[src/rtl/dvp_pattern_src.sv]
// dvp_pattern_src
// ---------------
// Emulates an OV5640 DVP output in RGB565 mode so the capture -> FIFO ->
// SDRAM -> VGA path can run without a sensor. One byte per sys_clk cycle,
// two bytes per pixel, high byte first. Every pattern is an exact,
// predictable function of pixel position and frame number.
//
// Ports:
//   sys_clk      generator clock, also the pixel/byte clock
//   sys_rst      asynchronous, active-high reset
//   gen_en       run request, only looked at on frame boundaries
//   pattern_sel  0 colour bars, 1 pixel counter, 2 checkerboard,
//                3 frame-tinted solid (latched at each frame start)
//   dvp_vsync    frame sync, active high
//   dvp_href     line valid, active high
//   dvp_data     RGB565 byte stream, 0 whenever dvp_href is low
//   frame_start  one-cycle pulse on the first vsync-high cycle
//   frame_cnt    frames started since reset, wraps at 65535 -> 0
//   busy         high in every state except IDLE
//
// Handshake: there is no back-pressure. A byte is valid exactly in the cycles
// where dvp_href is high; the sink must take it in that cycle.
//
// All state counters are 16 bits wide; every timing parameter and 2*H_PIXEL
// must fit in that range. H_PIXEL must be a multiple of 8.

module dvp_pattern_src #(
  parameter int H_PIXEL     = 640,
  parameter int V_PIXEL     = 480,
  parameter int H_BLANK     = 144,
  parameter int VSYNC_CYC   = 1600,
  parameter int V_BACK_CYC  = 3200,
  parameter int V_FRONT_CYC = 1600
) (
  input  logic        sys_clk,
  input  logic        sys_rst,
  input  logic        gen_en,
  input  logic [1:0]  pattern_sel,
  output logic        dvp_vsync,
  output logic        dvp_href,
  output logic [7:0]  dvp_data,
  output logic        frame_start,
  output logic [15:0] frame_cnt,
  output logic        busy
);

  typedef enum logic [2:0] {
    S_IDLE, S_VSYNC, S_VBACK, S_LINE, S_HBLANK, S_VFRONT
  } state_t;

  localparam logic [15:0] VSYNC_LAST  = 16'(VSYNC_CYC - 1);
  localparam logic [15:0] VBACK_LAST  = 16'(V_BACK_CYC - 1);
  localparam logic [15:0] LINE_LAST   = 16'(2 * H_PIXEL - 1);
  localparam logic [15:0] HBLANK_LAST = 16'(H_BLANK - 1);
  localparam logic [15:0] VFRONT_LAST = 16'(V_FRONT_CYC - 1);
  localparam logic [15:0] BAR_LAST    = 16'(H_PIXEL / 8 - 1);
  // py counts completed lines, so it equals V_PIXEL during the last HBLANK.
  localparam logic [15:0] Y_END       = 16'(V_PIXEL);

  state_t      state;
  logic [15:0] cnt;       // cycles spent in the current state
  logic [1:0]  pat;       // pattern latched at frame start
  // Position of the NEXT byte to be emitted, so the registered output can
  // carry the first byte in the same cycle href rises.
  logic [15:0] px;
  logic [15:0] py;
  logic        ph;        // 0 = high byte, 1 = low byte
  logic [15:0] pidx;      // running pixel index for the counter pattern
  logic [15:0] bar_cnt;   // pixels emitted in the current colour bar
  logic [2:0]  bar_idx;

  logic        start;     // a frame starts at the coming edge
  logic        emit;      // a data byte is driven after the coming edge
  logic [15:0] pix;
  logic [7:0]  next_byte;

  always_comb begin
    start = gen_en && ((state == S_IDLE) ||
                       (state == S_VFRONT && cnt == VFRONT_LAST));
    emit  = (state == S_VBACK  && cnt == VBACK_LAST) ||
            (state == S_LINE   && cnt != LINE_LAST)  ||
            (state == S_HBLANK && cnt == HBLANK_LAST && py != Y_END);
  end

  always_comb begin
    pix = 16'h0000;
    case (pat)
      2'd0: begin
        case (bar_idx)
          3'd0:    pix = 16'hFFFF;
          3'd1:    pix = 16'hFFE0;
          3'd2:    pix = 16'h07FF;
          3'd3:    pix = 16'h07E0;
          3'd4:    pix = 16'hF81F;
          3'd5:    pix = 16'hF800;
          3'd6:    pix = 16'h001F;
          default: pix = 16'h0000;
        endcase
      end
      2'd1:    pix = pidx;
      2'd2:    pix = (px[5] ^ py[5]) ? 16'hFFFF : 16'h0000;
      default: pix = {frame_cnt[4:0], 11'd0};
    endcase
    next_byte = ph ? pix[7:0] : pix[15:8];
  end

  always_ff @(posedge sys_clk or posedge sys_rst) begin
    if (sys_rst) begin
      state       <= S_IDLE;
      cnt         <= '0;
      pat         <= '0;
      px          <= '0;
      py          <= '0;
      ph          <= 1'b0;
      pidx        <= '0;
      bar_cnt     <= '0;
      bar_idx     <= '0;
      dvp_vsync   <= 1'b0;
      dvp_href    <= 1'b0;
      dvp_data    <= 8'h00;
      frame_start <= 1'b0;
      frame_cnt   <= '0;
      busy        <= 1'b0;
    end else begin
      // Control flow
      case (state)
        S_IDLE: begin
          if (start) begin
            state <= S_VSYNC;
            cnt   <= '0;
          end
        end
        S_VSYNC: begin
          if (cnt == VSYNC_LAST) begin
            state <= S_VBACK;
            cnt   <= '0;
          end else cnt <= cnt + 16'd1;
        end
        S_VBACK: begin
          if (cnt == VBACK_LAST) begin
            state <= S_LINE;
            cnt   <= '0;
          end else cnt <= cnt + 16'd1;
        end
        S_LINE: begin
          if (cnt == LINE_LAST) begin
            state <= S_HBLANK;
            cnt   <= '0;
          end else cnt <= cnt + 16'd1;
        end
        S_HBLANK: begin
          if (cnt == HBLANK_LAST) begin
            state <= (py == Y_END) ? S_VFRONT : S_LINE;
            cnt   <= '0;
          end else cnt <= cnt + 16'd1;
        end
        S_VFRONT: begin
          if (cnt == VFRONT_LAST) begin
            state <= start ? S_VSYNC : S_IDLE;
            cnt   <= '0;
          end else cnt <= cnt + 16'd1;
        end
        default: begin
          state <= S_IDLE;
          cnt   <= '0;
        end
      endcase

      // Registered outputs reflect the state being entered.
      frame_start <= start;
      dvp_vsync   <= start || (state == S_VSYNC && cnt != VSYNC_LAST);
      dvp_href    <= emit;
      dvp_data    <= emit ? next_byte : 8'h00;
      busy        <= start ||
                     !((state == S_IDLE) ||
                       (state == S_VFRONT && cnt == VFRONT_LAST));

      // Pixel position / pattern datapath
      if (start) begin
        frame_cnt <= frame_cnt + 16'd1;
        pat       <= pattern_sel;
        px        <= '0;
        py        <= '0;
        ph        <= 1'b0;
        pidx      <= '0;
        bar_cnt   <= '0;
        bar_idx   <= '0;
      end else if (emit) begin
        ph <= ~ph;
        if (ph) begin
          px   <= px + 16'd1;
          pidx <= pidx + 16'd1;
          if (bar_cnt == BAR_LAST) begin
            bar_cnt <= '0;
            bar_idx <= bar_idx + 3'd1;
          end else bar_cnt <= bar_cnt + 16'd1;
        end
      end else if (state == S_LINE && cnt == LINE_LAST) begin
        // Line finished: rewind the column and move to the next line now,
        // so the first byte of the next line is ready when HBLANK ends.
        px      <= '0;
        ph      <= 1'b0;
        bar_cnt <= '0;
        bar_idx <= '0;
        py      <= py + 16'd1;
      end
    end
  end

endmodule

[config.mk]
export PLATFORM = sky130hd
export DESIGN_NAME = dvp_pattern_src
export DESIGN_NICKNAME = d
export VERILOG_FILES = /design/src/rtl/dvp_pattern_src.sv
export SDC_FILE = /design/constraint.sdc
export NUM_CORES = 1
export LEC_CHECK = 0
export BUFFER_PORTS_ARGS = -buffer_cell sky130_fd_sc_hd__buf_2
export CAP_MARGIN = 25
export CORE_MARGIN = 5
export CORE_UTILIZATION = 60
export CTS_CLUSTER_DIAMETER = 120
export DETAILED_ROUTE_END_ITERATION = 7
export GPL_TIMING_DRIVEN = 0
export PLACE_DENSITY = 0.78
export SYNTH_ARGS = -nofsm -noshare
export SYNTH_HDL_FRONTEND = slang
export SYNTH_SLANG_ARGS = --single-unit
[constraint.sdc]
create_clock -name sys_clk -period 4.41 [get_ports sys_clk]
set_clock_uncertainty 0.1 [all_clocks]
set_input_delay 0.882 -clock sys_clk [delete_from_list [all_inputs] [get_ports sys_clk]]
set_output_delay 0.882 -clock sys_clk [all_outputs]
set_load 0.005 [all_outputs]
* After elaboration in Yosys (flattened, before gate mapping)
Index checks and enable logic that the tools add are counted.
** Word-level totals
- Flip-flop bits (word level) :: 117
- Latch bits :: 0
- RAM bits :: 0
- ROM bits :: 0
- Input bits :: 5
- Output and inout bits :: 28
- Logic and storage cells :: 124
- Memories :: 0
** Cells by class
- $add $sub $neg :: 7
- $mul :: 0
- Divide/modulo/power cells :: 0
- Order comparisons :: 0
- Equal/unequal tests :: 31
- Shift-type cells :: 0
- Mux-type cells :: 42
- Bitwise operators :: 2
- Reduce and logical (&&, ||, !) cells :: 27
** Operators with widths (number)
- $mux W16 :: 20
- $pmux W16 S7 :: 1
- $add A16 B1 Y16 const B :: 6
- $pmux W16 S5 :: 1
- $pmux W16 S3 :: 1
- $mux W3 :: 12
- $eq A16 B11 Y1 const B :: 2
- $ne A16 B11 Y1 const B :: 2
- $pmux W3 S6 :: 1
- $eq A16 B12 Y1 const B :: 1
- $eq A16 B7 Y1 const B :: 1
- $eq A16 B8 Y1 const B :: 1
- $eq A16 B9 Y1 const B :: 1
- $mux W8 :: 2
- $ne A16 B9 Y1 const B :: 1
- $eq A3 B3 Y1 const B :: 5
- $eq A3 B2 Y1 const B :: 4
- $logic_and A1 B1 Y1 :: 8
- $ne A2 B1 Y1 const B :: 4
- $eq A3 B1 Y1 const B :: 2
- $logic_not A3 Y1 :: 2
- $ne A2 B2 Y1 const B :: 3
- $reduce_and A2 Y1 :: 3
- $reduce_and A6 Y1 :: 1
- 15 further kinds :: 24

* Logic depth before layout (Yosys ltp)
- Depth after elaboration :: 7
- Mapped depth :: 10
- Depth with buffers taken out :: 9

* Worst setup path after synthesis
OpenSTA, ideal clock, no wires.
- Path type :: input-to-reg
- Start point :: input port gen_en
- End point :: register cnt[14]
- Setup time :: 118 ps
- Arrival :: 2216 ps
- Required time :: 4192 ps
- Path slack :: 1976 ps
- Cell stages on the path :: 6
- Path buffers :: 0
- Path through :: nor4_1 > or3_1 > nor3_1 > nand4_1 > xor2_1 > nor2_1
** On the way
- Cells in the longest elaborated chain, start to end :: 2
** Ends and longest elaborated chain
- from (decl) :: RTL line 37 : input logic gen_en,
- $logic_and A1 B1 Y1 :: RTL line 78 : start = gen_en && ((state == S_IDLE) ||
- $ne A2 B2 Y1 (no line)
- to (signal assigned) :: RTL line 137 : end else cnt <= cnt + 16'd1;
- to (signal assigned) :: RTL line 143 : end else cnt <= cnt + 16'd1;
- to (signal assigned) :: RTL line 149 : end else cnt <= cnt + 16'd1;
- to (decl) :: RTL line 61 : logic [15:0] cnt;
Every way passes these cells.
A chain may end at the register's enable or synchronous reset.

* Worst setup path after layout
- Start point :: register cnt[11]
- End point :: register ph
** On the way
- Cells in the longest elaborated chain, start to end :: 6
- Elaborated cells on any way between the ends :: 18
- Classes of those cells :: 5 x eq/ne; 2 x mux; 11 x reduce/logical
** Ends and longest elaborated chain
- $eq A16 B12 Y1, or another cell as far along :: RTL line 80 : emit = (state == S_VBACK && cnt == VBACK_LAST) ||
- $logic_and A1 B1 Y1, on equally long branches :: RTL line 80, 81, 82
- $logic_or A1 B1 Y1 or $logic_and A1 B1 Y1 (tied branches) :: RTL line 80, 82
- $logic_or A1 B1 Y1 :: RTL line 81 : (state == S_LINE && cnt != LINE_LAST) ||
- $mux W1 :: RTL line 188 : end else if (emit) begin
- $mux W1 :: RTL line 179 : if (start) begin
- to (signal assigned) :: RTL line 189 : ph <= ~ph;
- to (decl) :: RTL line 67 : logic ph;
Parallel ways exist; a longest one is shown, timed or not.

==> metrics.md <==
| Metric | Value |
|---|---|
| Buffers on Ports | `32` |
| Number of distinct library cells after synthesis | `67` |
| Initial DRT Pass Iterations | `5` |
| Initial antenna violation count | `0` |
| Final ANT Viol Nets | `0` |
| Final setup viols | `0` |
| Vias | `5,076` |
| Top cells by area, synth | `dfrtp_1 45%, nand2_1 4.5%, nor2_1 3.7%` |
| CP peak stage delay | `470 ps` |
| Fmax achieved | `352 MHz` |
| Prevailing post-synth register cell | `dfrtp_1` |
| # hold bufs at CTS | `0` |
| Post-synth top area share | `45.2%` |
| Synth top cells by count | `107 x dfrtp_1, 71 x nand2_1, 59 x nor2_1` |
| Crit start category | `flop` |
| Cell taking the most area after synthesis | `dfrtp_1` |
| Top-count cell post-synth | `dfrtp_1` |
| Initial Utilization | `61.2%` |
| Max clock buf depth | `2` |
| Slew of the pin with the lowest slew margin | `593 ps` |
| CTS tree | `yes` |
| Post-DR wirelength/cell | `16.7 um` |
| Pwr Density | `276 nW/um^2` |
| Share of cells above drive strength 1 | `12.3%` |
| Die width | `109 um` |
| Synth Instances | `639` |
| Leakage power | `2.94 nW` |
| CP Max Fanout | `10` |
| Fin crit share | `64.5%` |
| Num rows | `36` |
| Register bit total from synthesis | `107` |
| DRC violations left | `0` |
| Fin cells | `822` |
| Top delay family on crit path | `buffers and inverters` |
| Post-DR vias/cell | `6.18` |
| Number of diodes | `0` |
| Vias in the first global route | `5,027` |
| Wire length of the first global-routing pass | `23,600 um` |
| Clk sinks | `107` |
| Crit. End Element | `flop` |
| Yosys synthesis warning count | `0` |
| CP Cell Sequence | `clkbuf_1 -> nor4_1 -> and2b_2 -> a21boi_2 -> nor3_4 -> buf_2 -> buf_1 -> a21oi_1` |
| Root Driver | `clkbuf_8` |
| Sequential cell area fraction in the yosys report | `45.2%` |
| Final nets | `701` |
| Worst EP arrival | `3010 ps` |
| RSZ-0062 raised after global routing | `no` |
| WP data required | `4570 ps` |
| Slew Limit Fails | `0` |
| CORE AREA | `9680 um^2` |
| Ports | `33` |
| H-tree levels | `3` |
| Detailed Place HPWL | `9700 um` |
| Status | `finished, final reports clean` |
| CTS buffer count | `9` |
| WS Path Type | `flop to flop` |
| Peak supply drop | `0.000219 V` |
| Post-synth ARST share | `100%` |
| Largest net degree at the start of global routing | `73` |
| GRT Total Usage | `24.9%` |
| Slew margin rel. | `60.5%` |
| Area Overhead vs Synth | `10.3%` |
| Total instance count after detailed placement | `806` |
| Final Hold Viols | `0` |
| Min Tclk post-route | `2840 ps` |
| WP buf/inv | `3` |
| Iter 0 DRT Violations | `404` |
| Chip height | `109 um` |
| EDFF count, synth | `0` |
| Die Area | `12,000 um^2` |
| Util after Layout | `67.5%` |
| Total grt overflow | `0` |
| Post-CTS Setup Bufs | `0` |
| Max cap viols | `0` |
| Worst-path clk slew | `100 ps` |
| Hold Crit Class | `flop to flop` |
| Slowest cell on the critical path | `buf_1` |
| Final wirelength | `13,700 um` |
| Resized Gates After CTS | `0` |
| Routability cong. | `0.893` |
| Area of the mapped netlist | `5930 um^2` |
| Mean Syn Cell Area | `9.27 um^2` |
| Clock network latency to the later pin of the worst-skew pair | `390 ps` |
| Net count after synthesis | `656` |
-- per-stage QoR --
step	power (mW)	TNS [ps]	hold WS (ps)	setup slack (ps)	instance area [um^2]
2_1_floorplan	1.08	0	364	611	5930
6_report	1.81	0	380	1570	6530
3_3_place_gp	1.10	-64390	353	-609	6250
5_1_grt	1.88	0	423	1340	6530
4_1_cts	1.82	0	396	1600	6530
3_5_place_dp	1.10	0	378	1360	6290
-- metal layers --
layer	wire (um)	track usage (%)	share of wire [%]
met3	713	4.99	5.2
met5	0	0	0
met4	228	8.10	1.7
met1	5940	33.0	43
met2	6810	41.0	50
-- state kept, by name, indices dropped and copies added, names as in the netlist --
register	count
bar_cnt	16
cnt	16
frame_cnt	16
pidx	16
py	16
dvp_data	8
px	6
bar_idx	3
state	3
pat	2
busy	1
dvp_href	1
dvp_vsync	1
frame_start	1
ph	1
-- path summary, 6_finish.rpt --
check | startpoint | to | slack [ps] | cells after the start
hold / removal | frame_cnt[15]$_DFFE_PP0N_ | frame_cnt[15]$_DFFE_PP0N_ | 380 | 1
setup / recovery | cnt[11]$_DFFE_PP0N_ | ph$_DFFE_PP0P_ | 1570 | 8
max in group asynchronous | sys_rst | pidx[3]$_DFFE_PP0P_ | 3090 | 3
setup reg to reg | cnt[11]$_DFFE_PP0N_ | ph$_DFFE_PP0P_ | 1570 | 8
hold reg to reg | frame_cnt[15]$_DFFE_PP0N_ | frame_cnt[15]$_DFFE_PP0N_ | 380 | 1
min in group asynchronous | sys_rst | py[6]$_DFFE_PP0P_ | 410 | 2
-- layout make-up --
class	count	area [um^2]
multi-input combinational	481	3020
clock buffer	11	141
tap	133	166
fill	777	3150
clock inverter	5	100
buffer	32	159
sequential	107	2680
timing repair buffer	34	198
inverter	19	73.8
-- power by group --
group          switching (mW)  internal, mW
registers              0.0176         0.995
logic                  0.0476        0.0254
clock network           0.330         0.391
-- cells in the final DEF (no fill, tap or decap), types with 11 or more instances in the layout --
cell type  synthesis  final
nand4_1           22     22
buf_2              7     39
or4_1             11     11
nand2_1           71     71
clkbuf_1          16     17
a21oi_1           34     34
inv_1             18     17
nor2_1            59     59
nor4_1            11     11
nand3_1           28     28
xnor2_1           18     18
and3_1            20     20
o21ai_0           26     26
nor3_1            20     20
dfrtp_1          107    107
ha_1              12     12
xor2_1            18     18
-- kinds of logic after synthesis --
family	synth area share, %
AO/OA/AOI/OAI	16.1
XOR/XNOR	5.32
adder cells (fa/ha/maj)	2.53
buffers and inverters	3.88
flip-flops	45.2
multiplexers	0.676
AND/OR/NAND/NOR	26.3
Note: power is estimated with default switching activity, not from simulation.
